`src/rtl/transpose_skew_feeder_if.sv`:
```
// Row stream into the skew feeder and the skewed row stream out to the rotator.
// Handshake: a beat transfers on a rising edge where valid && ready; valid never waits on ready.
interface transpose_skew_feeder_if #(
  parameter int DATA_WIDTH = 3,
  parameter int NUM_PE     = 8
);
  localparam int TOTAL_WIDTH    = DATA_WIDTH * NUM_PE;
  localparam int SHIFT_AMT_BITS = $clog2(TOTAL_WIDTH);
  localparam int ROW_BITS       = $clog2(NUM_PE);

  logic                      skew_mode;
  logic [TOTAL_WIDTH-1:0]    in_bits;
  logic                      in_valid;
  logic                      in_ready;
  logic [TOTAL_WIDTH-1:0]    out_bits;
  logic [SHIFT_AMT_BITS-1:0] out_shift_amt;
  logic [ROW_BITS-1:0]       out_row_idx;
  logic                      out_last;
  logic                      out_valid;
  logic                      out_ready;
  logic                      matrix_done;

  modport master (
    output skew_mode, in_bits, in_valid, out_ready,
    input  in_ready, out_bits, out_shift_amt, out_row_idx, out_last, out_valid, matrix_done
  );

  modport slave (
    input  skew_mode, in_bits, in_valid, out_ready,
    output in_ready, out_bits, out_shift_amt, out_row_idx, out_last, out_valid, matrix_done
  );
endinterface

```
`src/rtl/transpose_skew_feeder.sv`:
```
// Tags matrix rows with index and skew rotation amount, buffering them in a
// 2-entry FIFO ahead of the combinational circular_shift rotator.
module transpose_skew_feeder #(
  parameter int DATA_WIDTH     = 3,
  parameter int NUM_PE         = 8,
  parameter int TOTAL_WIDTH    = DATA_WIDTH * NUM_PE,
  parameter int SHIFT_AMT_BITS = $clog2(TOTAL_WIDTH)
) (
  input logic                    clk,
  input logic                    rst,
  transpose_skew_feeder_if.slave bus
);
  localparam int ROW_BITS = $clog2(NUM_PE);

  logic [1:0]                r_count;
  logic                      r_wr_ptr;
  logic                      r_rd_ptr;
  logic [ROW_BITS-1:0]       r_row_cnt;
  logic                      r_mode_q;
  logic                      r_done;
  logic [TOTAL_WIDTH-1:0]    r_bits [2];
  logic [SHIFT_AMT_BITS-1:0] r_amt  [2];
  logic [ROW_BITS-1:0]       r_idx  [2];
  logic                      r_last [2];

  logic                      w_in_ready;
  logic                      w_out_valid;
  logic                      w_push;
  logic                      w_pop;
  logic                      w_first_row;
  logic                      w_mode;
  logic                      w_row_last;
  logic [ROW_BITS-1:0]       w_inv_row;
  logic [SHIFT_AMT_BITS-1:0] w_fwd_amt;
  logic [SHIFT_AMT_BITS-1:0] w_inv_amt;
  logic [SHIFT_AMT_BITS-1:0] w_shift_amt;

  // Ready comes from the registered count only, so out_ready never reaches in_ready.
  assign w_in_ready  = (r_count != 2'd2);
  assign w_out_valid = (r_count != 2'd0);
  assign w_push      = bus.in_valid && w_in_ready;
  assign w_pop       = w_out_valid && bus.out_ready;

  // Row 0 takes the live skew_mode; later rows reuse the mode latched on row 0.
  assign w_first_row = (r_row_cnt == '0);
  assign w_mode      = w_first_row ? bus.skew_mode : r_mode_q;
  assign w_row_last  = (r_row_cnt == ROW_BITS'(NUM_PE - 1));

  assign w_inv_row   = w_first_row ? '0 : ROW_BITS'(NUM_PE) - r_row_cnt;
  assign w_fwd_amt   = SHIFT_AMT_BITS'(r_row_cnt) * SHIFT_AMT_BITS'(DATA_WIDTH);
  assign w_inv_amt   = SHIFT_AMT_BITS'(w_inv_row) * SHIFT_AMT_BITS'(DATA_WIDTH);
  assign w_shift_amt = w_mode ? w_inv_amt : w_fwd_amt;

  always_ff @(posedge clk) begin
    if (rst) begin
      r_count   <= 2'd0;
      r_wr_ptr  <= 1'b0;
      r_rd_ptr  <= 1'b0;
      r_row_cnt <= '0;
      r_mode_q  <= 1'b0;
      r_done    <= 1'b0;
    end else begin
      if (w_push) begin
        r_bits[r_wr_ptr] <= bus.in_bits;
        r_amt[r_wr_ptr]  <= w_shift_amt;
        r_idx[r_wr_ptr]  <= r_row_cnt;
        r_last[r_wr_ptr] <= w_row_last;
        r_wr_ptr         <= ~r_wr_ptr;
        r_row_cnt        <= w_row_last ? '0 : r_row_cnt + ROW_BITS'(1);
        if (w_first_row) r_mode_q <= bus.skew_mode;
      end
      if (w_pop) r_rd_ptr <= ~r_rd_ptr;
      case ({w_push, w_pop})
        2'b10:   r_count <= r_count + 2'd1;
        2'b01:   r_count <= r_count - 2'd1;
        default: r_count <= r_count;
      endcase
      r_done <= w_pop && r_last[r_rd_ptr];
    end
  end

  // Head fields are masked to zero while the FIFO is empty.
  assign bus.in_ready      = w_in_ready;
  assign bus.out_valid     = w_out_valid;
  assign bus.out_bits      = w_out_valid ? r_bits[r_rd_ptr] : '0;
  assign bus.out_shift_amt = w_out_valid ? r_amt[r_rd_ptr]  : '0;
  assign bus.out_row_idx   = w_out_valid ? r_idx[r_rd_ptr]  : '0;
  assign bus.out_last      = w_out_valid ? r_last[r_rd_ptr] : 1'b0;
  assign bus.matrix_done   = r_done;
endmodule

```
`src/flat_wrapper.sv`:
```
// flat-port wrapper written by rule: the top's interface ports become plain ports
module transpose_skew_feeder_flat 
#(
  parameter int DATA_WIDTH     = 3,
  parameter int NUM_PE         = 8,
  parameter int TOTAL_WIDTH    = DATA_WIDTH * NUM_PE,
  parameter int SHIFT_AMT_BITS = $clog2(TOTAL_WIDTH)
)
  (clk, rst, bus_skew_mode, bus_in_bits, bus_in_valid, bus_out_ready, bus_in_ready, bus_out_bits, bus_out_shift_amt, bus_out_row_idx, bus_out_last, bus_out_valid, bus_matrix_done);
  transpose_skew_feeder_if #(.DATA_WIDTH(DATA_WIDTH), .NUM_PE(NUM_PE)) bus_i ();
  input logic clk;
  input logic rst;
  input wire logic [$bits(bus_i.skew_mode)-1:0] bus_skew_mode;
  input wire logic [$bits(bus_i.in_bits)-1:0] bus_in_bits;
  input wire logic [$bits(bus_i.in_valid)-1:0] bus_in_valid;
  input wire logic [$bits(bus_i.out_ready)-1:0] bus_out_ready;
  output wire logic [$bits(bus_i.in_ready)-1:0] bus_in_ready;
  output wire logic [$bits(bus_i.out_bits)-1:0] bus_out_bits;
  output wire logic [$bits(bus_i.out_shift_amt)-1:0] bus_out_shift_amt;
  output wire logic [$bits(bus_i.out_row_idx)-1:0] bus_out_row_idx;
  output wire logic [$bits(bus_i.out_last)-1:0] bus_out_last;
  output wire logic [$bits(bus_i.out_valid)-1:0] bus_out_valid;
  output wire logic [$bits(bus_i.matrix_done)-1:0] bus_matrix_done;
  assign bus_i.skew_mode = bus_skew_mode;
  assign bus_i.in_bits = bus_in_bits;
  assign bus_i.in_valid = bus_in_valid;
  assign bus_i.out_ready = bus_out_ready;
  assign bus_in_ready = bus_i.in_ready;
  assign bus_out_bits = bus_i.out_bits;
  assign bus_out_shift_amt = bus_i.out_shift_amt;
  assign bus_out_row_idx = bus_i.out_row_idx;
  assign bus_out_last = bus_i.out_last;
  assign bus_out_valid = bus_i.out_valid;
  assign bus_matrix_done = bus_i.matrix_done;
  transpose_skew_feeder #(.DATA_WIDTH(DATA_WIDTH), .NUM_PE(NUM_PE), .TOTAL_WIDTH(TOTAL_WIDTH), .SHIFT_AMT_BITS(SHIFT_AMT_BITS)) u_core (.clk(clk), .rst(rst), .bus(bus_i));
endmodule
```
`config.mk`:
```
export PLATFORM = sky130hd
export DESIGN_NAME = transpose_skew_feeder_flat
export DESIGN_NICKNAME = d
export VERILOG_FILES = /design/src/rtl/transpose_skew_feeder_if.sv /design/src/rtl/transpose_skew_feeder.sv /design/src/flat_wrapper.sv
export SDC_FILE = /design/constraint.sdc
export NUM_CORES = 1
export LEC_CHECK = 0
export ABC_AREA = 0
export CAP_MARGIN = 40
export CORE_UTILIZATION = 54
export DETAILED_ROUTE_END_ITERATION = 10
export PLACE_DENSITY_LB_ADDON = 0.15
export REMOVE_ABC_BUFFERS = 1
export SLEW_MARGIN = 20
export SYNTH_ARGS = -nofsm -noshare
export SYNTH_HDL_FRONTEND = slang
export SYNTH_SLANG_ARGS = --single-unit
```
`constraint.sdc`:
```
create_clock -name clk -period 9.1 [get_ports clk]
set_input_delay 1.82 -clock clk [delete_from_list [all_inputs] [get_ports clk]]
set_output_delay 1.82 -clock clk [all_outputs]
set_load 0.02 [all_outputs]
```
## Word level (Yosys, flattened, before mapping)

Memories as Yosys holds them, arrays and structs flattened. A register that Yosys moved wholly into a read port is not among the register bits.
Index checks and enable logic that the tools add are counted.

| storage, ports and cells | value |
|---|---|
| memory bits (writable) | 66 |
| memories | 4 |
| bits of input ports | 29 |
| register bits | 9 |
| logic and storage cells | 48 |

Memory list:

| name | depth | width | read ports | clocked after Yosys merged registers in | write ports | line | RTL |
|---|---|---|---|---|---|---|---|
| u_core.r_bits | 2 | 24 | 1 | 1 | 1 | transpose_skew_feeder.sv:21 | `logic [TOTAL_WIDTH-1:0] r_bits [2];` |
| u_core.r_amt | 2 | 5 | 1 | 1 | 1 | transpose_skew_feeder.sv:22 | `logic [SHIFT_AMT_BITS-1:0] r_amt [2];` |
| u_core.r_idx | 2 | 3 | 1 | 1 | 1 | transpose_skew_feeder.sv:23 | `logic [ROW_BITS-1:0] r_idx [2];` |
| u_core.r_last | 2 | 1 | 1 | 1 | 1 | transpose_skew_feeder.sv:24 | `logic r_last [2];` |

| operators by class | value |
|---|---|
| add/subtract/negate cells | 4 |
| muxes and demuxes | 20 |
| reduce and logical (&&, ||, !) cells | 6 |
| equal/unequal tests | 4 |
| bitwise gates (word level) | 2 |
| multipliers | 2 |

Operators by type and width:

| cell | number |
|---|---|
| two-way mux 24 bit | 1 |
| two-way mux 1 bit | 13 |
| multiplier 3 x 2 -> 5 bit, second input constant | 2 |
| two-way mux 5 bit | 2 |
| two-way mux 3 bit | 3 |
| case mux 2 bit (2 select lines) | 1 |
| nonzero test 2 bit | 2 |
| adder 3 x 1 -> 3 bit, second input constant | 1 |
| equality test 3 bit, second input constant | 1 |
| logical AND 1 bit | 3 |
| logical NOT 3 bit | 1 |
| subtractor 1 x 3 -> 3 bit, first input constant | 1 |
| adder 2 x 1 -> 2 bit, second input constant | 1 |
| equality test 2 x 1 -> 1 bit, second input constant | 1 |
| equality test 2 bit, second input constant | 1 |
| != test 2 bit, second input constant | 1 |
| inverter 1 bit | 2 |
| subtractor 2 x 1 -> 2 bit, second input constant | 1 |

## Longest topological paths before layout

Gate-level depths: netlist of the first run.

| logic depth | value |
|---|---|
| depth after elaboration | 5 |
| depth in mapped cells | 7 |
| depth with buffers taken out | 7 |

## Least setup slack after synthesis of the first run

No wires, ideal clock.

| path | value |
|---|---|
| path type | input-to-reg |
| start | input rst |
| end | memory u_core.r_amt[1][0] in the netlist's numbering, enable pin |
| stages on the path | 2 |
| library setup time | 0.471 ns |
| data arrival time | 4.510 ns |
| slack | 4.119 ns |
| path buffers | 1 |
| cell sequence | clkbuf_1 -> nor3b_1 |

| between the ends | value |
|---|---|
| cells in the longest elaborated chain, start to end | 2 |

Ends and longest elaborated chain:

| element | line | RTL |
|---|---|---|
| start: declaration | flat_wrapper.sv:12 | `input logic rst;` |
| two-way mux 1 bit | transpose_skew_feeder.sv:55 | `if (rst) begin` |
| two-way mux 1 bit (implied by the code) | transpose_skew_feeder.sv:65 | `r_amt[r_wr_ptr] <= w_shift_amt;` |
| end: declaration | transpose_skew_feeder.sv:22 |  |

No other way between the ends.

==> results of run 1 <==
[worst paths after layout]
path                        from                  to  slack (ns)
min              u_core.r_rd_ptr     u_core.r_rd_ptr        0.51
min reg2reg      u_core.r_rd_ptr     u_core.r_rd_ptr        0.51
max                    flip-flop    bus_out_bits[23]        5.26
max reg2reg  u_core.r_row_cnt[0]  u_core.r_amt[0][1]        7.03
[kinds of logic (layout without fill, tap and decap cells)]
| kind of cell | count (synthesis) | after routing | synth area share, % |
|---|---|---|---|
| fa+ha+maj | 9 | 9 | 3.85 |
| compound gates | 18 | 18 | 3.13 |
| simple gates | 54 | 54 | 7.94 |
| mux | 35 | 35 | 11.4 |
| flops | 76 | 76 | 70.0 |
| xor+xnor | 5 | 5 | 1.40 |
| buf+inv | 17 | 93 | 2.33 |
[through the flow]
step           worst slack (ns)  power (mW)  utilization (%)  cell area [sq um]
6_report                   5.26        1.24             74.1               4110
5_1_grt                    5.13        1.29             74.1               4110
4_1_cts                    5.21        1.25             74.1               4110
3_5_place_dp               5.56       0.948             69.8               3870
3_3_place_gp               5.31       0.934             69.4               3850
2_1_floorplan              4.26       0.730                -               3080
[synthesized netlist by cell type]
library cell  number  area, sq um
edfxtp_1          66         1980
nor2_1            39          146
mux2i_1           33          330
dfxtp_1           10          200
a21oi_1            9         45.0
ha_1               8          100
inv_1              8         30.0
buf_2              7         35.0
o21ai_0            7         35.0
xor2_1             4         35.0
nand2_1            2         7.51
nor3b_1            2         15.0
or3_1              2         12.5
a311oi_1           1         8.76
and3b_1            1         8.76
clkbuf_1           1         3.75
fa_1               1         20.0
inv_2              1         3.75
mux2_2             1         11.3
mux2i_2            1         13.8
nand3_1            1         5.00
nand3b_1           1         7.51
nand4b_1           1         8.76
nor2b_1            1         6.26
nor2b_2            1         8.76
nor3_1             1         5.00
nor4b_1            1         8.76
o31a_1             1         8.76
or4_1              1         7.51
xnor2_1            1         8.76
[power by group through the flow]
stage | Sequential, mW | Combinational, mW | Clock (mW)
2_1_floorplan | 0.465 | 0.265 | 0
3_3_place_gp | 0.474 | 0.460 | 0
3_5_place_dp | 0.456 | 0.491 | 0
4_1_cts | 0.449 | 0.493 | 0.306
5_1_grt | 0.453 | 0.522 | 0.319
6_report | 0.448 | 0.486 | 0.301
[final cells by class]
class | count | area, sq um
flip-flops and latches | 76 | 2180
fillers | 377 | 1440
multi-input cells | 121 | 877
repair buffers | 68 | 683
clock buffers | 9 | 124
clock inverters | 7 | 114
well taps | 72 | 90.1
inverters | 9 | 33.8
[routing by layer]
layer / share of wire (%) / vias up
li1: - / 919
met2: 51 / 50
met5: 0 / -
met4: 2.3 / 0
met1: 42 / 897
met3: 4.4 / 10
[flip-flops by register name, indices dropped and copies added (netlist names), named ones only]
signal,count
u_core.r_bits,48
u_core.r_count,2
u_core.r_mode_q,1
u_core.r_rd_ptr,1
u_core.r_amt,10
u_core.r_last,2
u_core.r_wr_ptr,1
u_core.r_idx,6
u_core.r_row_cnt,3
u_core.bus.matrix_done,1
[critical path: stages, from the launching register on]
cell	delay (ns)
dfxtp_2	0.54
buf_12	0.26
mux2i_1	0.24
nor2_1	0.07
clkdlybuf4s50_1	0.56
==> reports/qor.txt, run 1 <==
met1 Usage GRT: 22.7%
hold-critical path depth: 2
clk slew on worst S/H paths: 0.07 ns
antenna diode count: 0
cells after synthesis: 214
Core Rows: 27
NetSw: 407 uW
post-synthesis sequential area ratio: 70.0%
Final nets: 323
gr usage total: 19.5%
IO buf count: 64
hold buffer count at cts: 0
Yosys cell types: 30
clock latency on the worst-skew pair: 0.34 ns
root buffer selected by CTS: clkbuf_8
placed cell count: 346
WP data required: 7.28 ns
f_max: 260 MHz
DIE WIDTH: 78 um
fin crit share: 42.2%
largest net degree at the start of global routing: 36
commonest non-fill, non-tap cells in the layout: edfxtp_1, clkdlybuf4s50_1, nor2_1
Routability Congestion: 0.730
P per Cell Area: 301 mW/mm^2
antenna viol nets, final: 0
Sink Count: 76
Ys Warns: 0
critical path peak fanout: 24
Global Route met2 Usage: 32.5%
Initial Utilization: 56.3%
Via Count: 1876
arrival time worst endpoint: 2.02 ns
first-pass GRT wire length: 8560 um
Worst VDD drop: 0.255 mV
antenna violations before repair: 0
vias in the first global route: 1810
Clock power frac: 24.3%
Worst-Margin Slew: 0.486 ns
hold slack: 0.512 ns
FF+latch count, synth: 76
Hold Vio Cnt, Final: 0
routed wire length: 5350 um
Ports: 65
busiest layer in global routing: met2
worst relative slew slack: 67.5%
status: complete, no violations
kind of end point of the critical path: output port
share of cells above drive strength 1: 9.66%
RSZ-0062 raised after global routing: false
core area: 0.00554 sq mm
Vias/cell: 5.18
Sw Ratio: 33.0%
startpoint types: flip-flop
grt ovf: 0
wire per inst: 14.8 um
M3 GR Usage: 5.88%
Final HPWL DP: 3410 um
CTS HTree Levels: 3
Internal: 828 uW
Starting DRT DRC Count: 79
post-layout minimum cycle time: 3.84 ns
mapped cell area: 0.00312 sq mm
Worst Hold Class: flip-flop to flip-flop
Pleak: 1.43 nW
pins over their slew limit: 0
die height: 78 um
Worst Skew: 0.00397 ns
Final setup viols: 0
post_cts resized: 0
max cap viols: 0
Combinational Power Share: 39.4%
area of the die: 0.00608 sq mm
Max Root-Sink Buffers: 2
Avg Synthesized Cell Area: 14.6 sq um
# DRC: 0
R2R depth: 5
Pre-antenna DRT Iters: 4
TritonCTS buffer count: 9
Seq pwr share: 36.3%
synth-to-layout area growth: 31.6%
Setup CP Type: flip-flop to output port
CTS tree: built
most common cell after layout, fill and taps aside: edfxtp_1
postcts setup bufs: 0
final cell count without fillers: 362
setup TNS: 0 ns
Note: power is estimated with default switching activity, not from simulation.
==> run 2: changes to the inputs <==
Settings changed: CORE_UTILIZATION 54 to 50.
Clock period 9.1 ns to 3.85 ns, I/O delays scaled along.
==> run 2 against run 1 <==
Compared with the run above: via count is 0.91% lower; sequential power increased by 140%; critical path type unchanged; largest power group unchanged; utilization fell by 6.1 points; cell area decreased by 1.4%; cell count increased by 1.1%; count of clock-buffer cells in the layout up 1; hold slack got worse by 0.0041 ns; routed wire length is 1.9% lower; register-to-register slack worse by 5.3 ns; first-iteration DRC count shrank 16%; flip-flop and latch count stayed put.
==> reports/qor.txt, run 2 (synthesis results as in run 1) <==
status: complete, no violations
synth-to-layout area growth: 29.8%
Initial Utilization: 52.4%
Max Root-Sink Buffers: 2
Starting DRT DRC Count: 66
# DRC: 0
Final nets: 324
Worst-Margin Slew: 0.764 ns
slowest cell on the critical path: dfxtp_2
routed wire length: 5250 um
Final setup viols: 0
first-pass GRT wire length: 8070 um
total power: 2.76 mW
worst relative slew slack: 49.1%
setup TNS: 0 ns
Via Count: 1859
Vias/cell: 5.08
worst path cell trace: buf_4 > mux2i_1 > nor2_1 > clkdlybuf4s50_1
commonest non-fill, non-tap cells in the layout: edfxtp_1, clkdlybuf4s50_1, nor2_1
Top Registers: u_core.r_bits x48, u_core.r_amt x10, u_core.r_idx x6
Ports: 65
most flop-heavy register: u_core.r_bits
placed cell count: 350
worst min-delay path startpoint: u_core.r_rd_ptr
CTS HTree Levels: 3
final design utilization: 68.0%
post_cts resized: 0
post-layout minimum cycle time: 3.12 ns
R2R depth: 5
final cell count without fillers: 366
Crit path largest cell delay: 0.83 ns
die height: 81.0 um
antenna viol nets, final: 0
Setup CP Type: flip-flop to output port
Pleak: 1.40 nW
fin crit share: 81.1%
Worst VDD drop: 0.336 mV
f_max: 320 MHz
DIE WIDTH: 81.0 um
fillers: 442
CP bufs+invs: 2
clock latency on the worst-skew pair: 0.33 ns
worst reg2reg endpoint: u_core.r_amt[0][1]
startpoint types: flip-flop
area of the die: 0.00656 sq mm
Worst Hold Class: flip-flop to flip-flop
max cap viols: 0
P per Cell Area: 683 mW/mm^2
Pre-antenna DRT Iters: 4
grt ovf: 0
clk slew on worst S/H paths: 0.07 ns
Sink Count: 76
CTS tree: built
hold buffer count at cts: 0
TritonCTS buffer count: 9
share of cells above drive strength 1: 8.93%
gr usage total: 17.1%
antenna diode count: 0
worst reg2reg setup slack: 1.76 ns
arrival time worst endpoint: 2.35 ns
kind of end point of the critical path: output port
root buffer selected by CTS: clkbuf_8
WP data required: 3.08 ns
placed standard-cell area: 0.00387 sq mm
RSZ-0062 raised after global routing: false
wire per inst: 14.3 um
register area: 0.00218 sq mm
antenna violations before repair: 0
Hold Vio Cnt, Final: 0
pins over their slew limit: 0
final instance area: 0.00405 sq mm
Final HPWL DP: 3430 um
core area: 0.00596 sq mm
reg2reg start: u_core.r_row_cnt[0]
hold-critical path depth: 2
critical path peak fanout: 24
IO buf count: 64
Worst path top cell family by delay: buffers and inverters
postcts setup bufs: 0
most common cell after layout, fill and taps aside: edfxtp_1
max reg flops: 48
Multi-input gate area: 877 sq um
largest net degree at the start of global routing: 34
Worst Skew: 0.00318 ns
vias in the first global route: 1712
Routability Congestion: 0.720
Core Rows: 28
## run 2: stage by stage
| step | worst slack [ns] | hold slack [ns] |
|---|---|---|
| after CTS | 0.684 | 0.513 |
| after global placement | 1.13 | 0.486 |
| after global routing | 0.593 | 0.542 |
| final | 0.727 | 0.508 |
| after detailed placement | 1.07 | 0.492 |
| after floorplan | 0.0601 | 0.461 |
## run 2: how the worst max path moves through the flow
stage,end,cells after the start
4_1_cts,bus_out_bits[23],4
3_3_place_gp,bus_out_bits[12],4
6_report,bus_out_bits[7],4
3_5_place_dp,bus_out_bits[23],4
5_1_grt,bus_out_bits[23],4
2_1_floorplan,u_core.r_amt[1][0],2
## run 2: per-layer routing
metal	up-vias	GRT usage, %	routed length [um]
met2	41	27.6	2680
met5	-	0	0
met1	893	21.6	2320
met4	0	6.96	44
met3	5	5.17	206
li1	920	-	-
## run 2: area by class of cell
cell class / instances / share of cell area (%)
inverter: 9 / 0.834
clock inverter: 6 / 1.36
multi-input combinational: 121 / 21.7
timing repair buffer: 69 / 16.7
clock buffer: 10 / 3.15
sequential: 76 / 53.9
tap: 75 / 2.32
## run 2: where the power goes
group / internal (mW) / switching, mW / total (mW)
Combinational: 0.533 / 0.584 / 1.12
Sequential: 0.998 / 0.0907 / 1.09
Clock: 0.293 / 0.265 / 0.558
## run 2: worst register-to-register path, stage by stage, from the launching register on
cell     delay [ns]
dfxtp_1        0.46
inv_1          0.12
ha_1           0.21
ha_1           0.24
mux2i_2        0.41
mux2_2         0.40
==> edit, RTL diff (flow settings as in run 2) <==
`NUM_PE` is set to 8 in 3 places; all go to 16.
--- a/src/rtl/transpose_skew_feeder_if.sv
+++ b/src/rtl/transpose_skew_feeder_if.sv
@@ -2,7 +2,7 @@
 // Handshake: a beat transfers on a rising edge where valid && ready; valid never waits on ready.
 interface transpose_skew_feeder_if #(
   parameter int DATA_WIDTH = 3,
-  parameter int NUM_PE     = 8
+  parameter int NUM_PE     = 16
 );
   localparam int TOTAL_WIDTH    = DATA_WIDTH * NUM_PE;
   localparam int SHIFT_AMT_BITS = $clog2(TOTAL_WIDTH);
--- a/src/rtl/transpose_skew_feeder.sv
+++ b/src/rtl/transpose_skew_feeder.sv
@@ -2,7 +2,7 @@
 // 2-entry FIFO ahead of the combinational circular_shift rotator.
 module transpose_skew_feeder #(
   parameter int DATA_WIDTH     = 3,
-  parameter int NUM_PE         = 8,
+  parameter int NUM_PE         = 16,
   parameter int TOTAL_WIDTH    = DATA_WIDTH * NUM_PE,
   parameter int SHIFT_AMT_BITS = $clog2(TOTAL_WIDTH)
 ) (
--- a/src/flat_wrapper.sv
+++ b/src/flat_wrapper.sv
@@ -2,7 +2,7 @@
 module transpose_skew_feeder_flat 
 #(
   parameter int DATA_WIDTH     = 3,
-  parameter int NUM_PE         = 8,
+  parameter int NUM_PE         = 16,
   parameter int TOTAL_WIDTH    = DATA_WIDTH * NUM_PE,
   parameter int SHIFT_AMT_BITS = $clog2(TOTAL_WIDTH)
 )
Ports: changed (resized bus_in_bits, bus_out_bits, bus_out_row_idx and bus_out_shift_amt); port bits go from 65 to 115. No check against the original RTL was run, so the function may have changed too.
==> edit against run 2 <==
Via count increased by 69%. Design area grew 77%. Total power is 91% higher. Worst setup slack got worse by 0.096 ns. Global-route usage is 1.9 points higher. Non-clock buffer count rose by 53. Sequential cell count increased by 53. Wire length rose by 91%. Clock skew increased by 0.0046 ns. Area after synthesis up 70%. Fmax decreased by 3.0%.
==> edit: results <==
[status]
status = finished clean

[layout]
finalNonFillerCells = 629
drive_above_1_share = 0.0892
fill_cells = 733
largest_registers = u_core.r_bits x96, u_core.r_amt x12, u_core.r_idx x8
layout.nets = 548

[setup_path]
timing.rr.start = u_core.r_row_cnt[2]$_SDFFE_PP0P_
critPathMaxFanout = 31
crit_arrival_ns = 2.45
rrSetupSlack_ns = 1.29
crit_end = bus_out_shift_amt[0]

[yosys]
synthCells = 354
synth-edff-count = 118
yosysSeqAreaShare = 0.710
synthAdderAreaFrac = 0.0383
synthDistinctLibCells = 33
synth_mux_area_frac = 0.113

[global_route]
gr-usage-all-layers = 0.190
grt_first_pass_wirelength_mm = 15.5

[placement]
placed_area_sq_mm = 0.00662
dp_hpwl_mm = 6.81
preCtsSetupSlack_ns = 1.12
place_congestion = 0.781
dp_cells = 597

[pwr]
seq-power_w = 0.00183
p_leak_nw = 2.47
p_sw_frac = 0.332

[timing]
slew_headroom = 0.619
hold_slack_ns = 0.522

[clock_tree]
cts-buffers-inserted = 17
htreeDepth = 4
clock_latency_ns = 0.51

[detailed_routing]
viasPerCell = 5.00
drtIter0Drc = 156
==> edit: cell types whose count changed after synthesis, moves of 3 or more <==
cell,change
nand2_1,+6
and2_1,+3
o21ai_0,-3
inv_1,+3
edfxtp_1,+52
clkbuf_1,+6
nor2_1,+26
ha_1,+5
a21oi_1,+4
mux2i_1,+27
xnor2_1,+5
==> edit: layer usage <==
metal  vias to the layer above  global-route usage  wire length [microns]
li1                       1543                   -                      -
met1                      1518               0.247                   4500
met2                        77               0.309                   4980
met3                        10              0.0505                    422
met4                         0              0.0664                    121
met5                         -                   0                      0
==> edit: critical path: stages (launching register included) <==
cell             delay, ns
dfxtp_4               0.69
buf_4                 0.37
mux2i_1               0.13
nor2_1                0.13
clkdlybuf4s50_1       0.62
==> edit: cell type report <==
cell class	instances	area, sq um	area share
flip-flops and latches	129	3770	0.525
repair buffers	122	1200	0.167
inverters	11	41.3	0.00575
multi-input cells	199	1440	0.200
clock buffers	19	422	0.0587
well taps	136	170	0.0237
clock inverters	13	139	0.0193
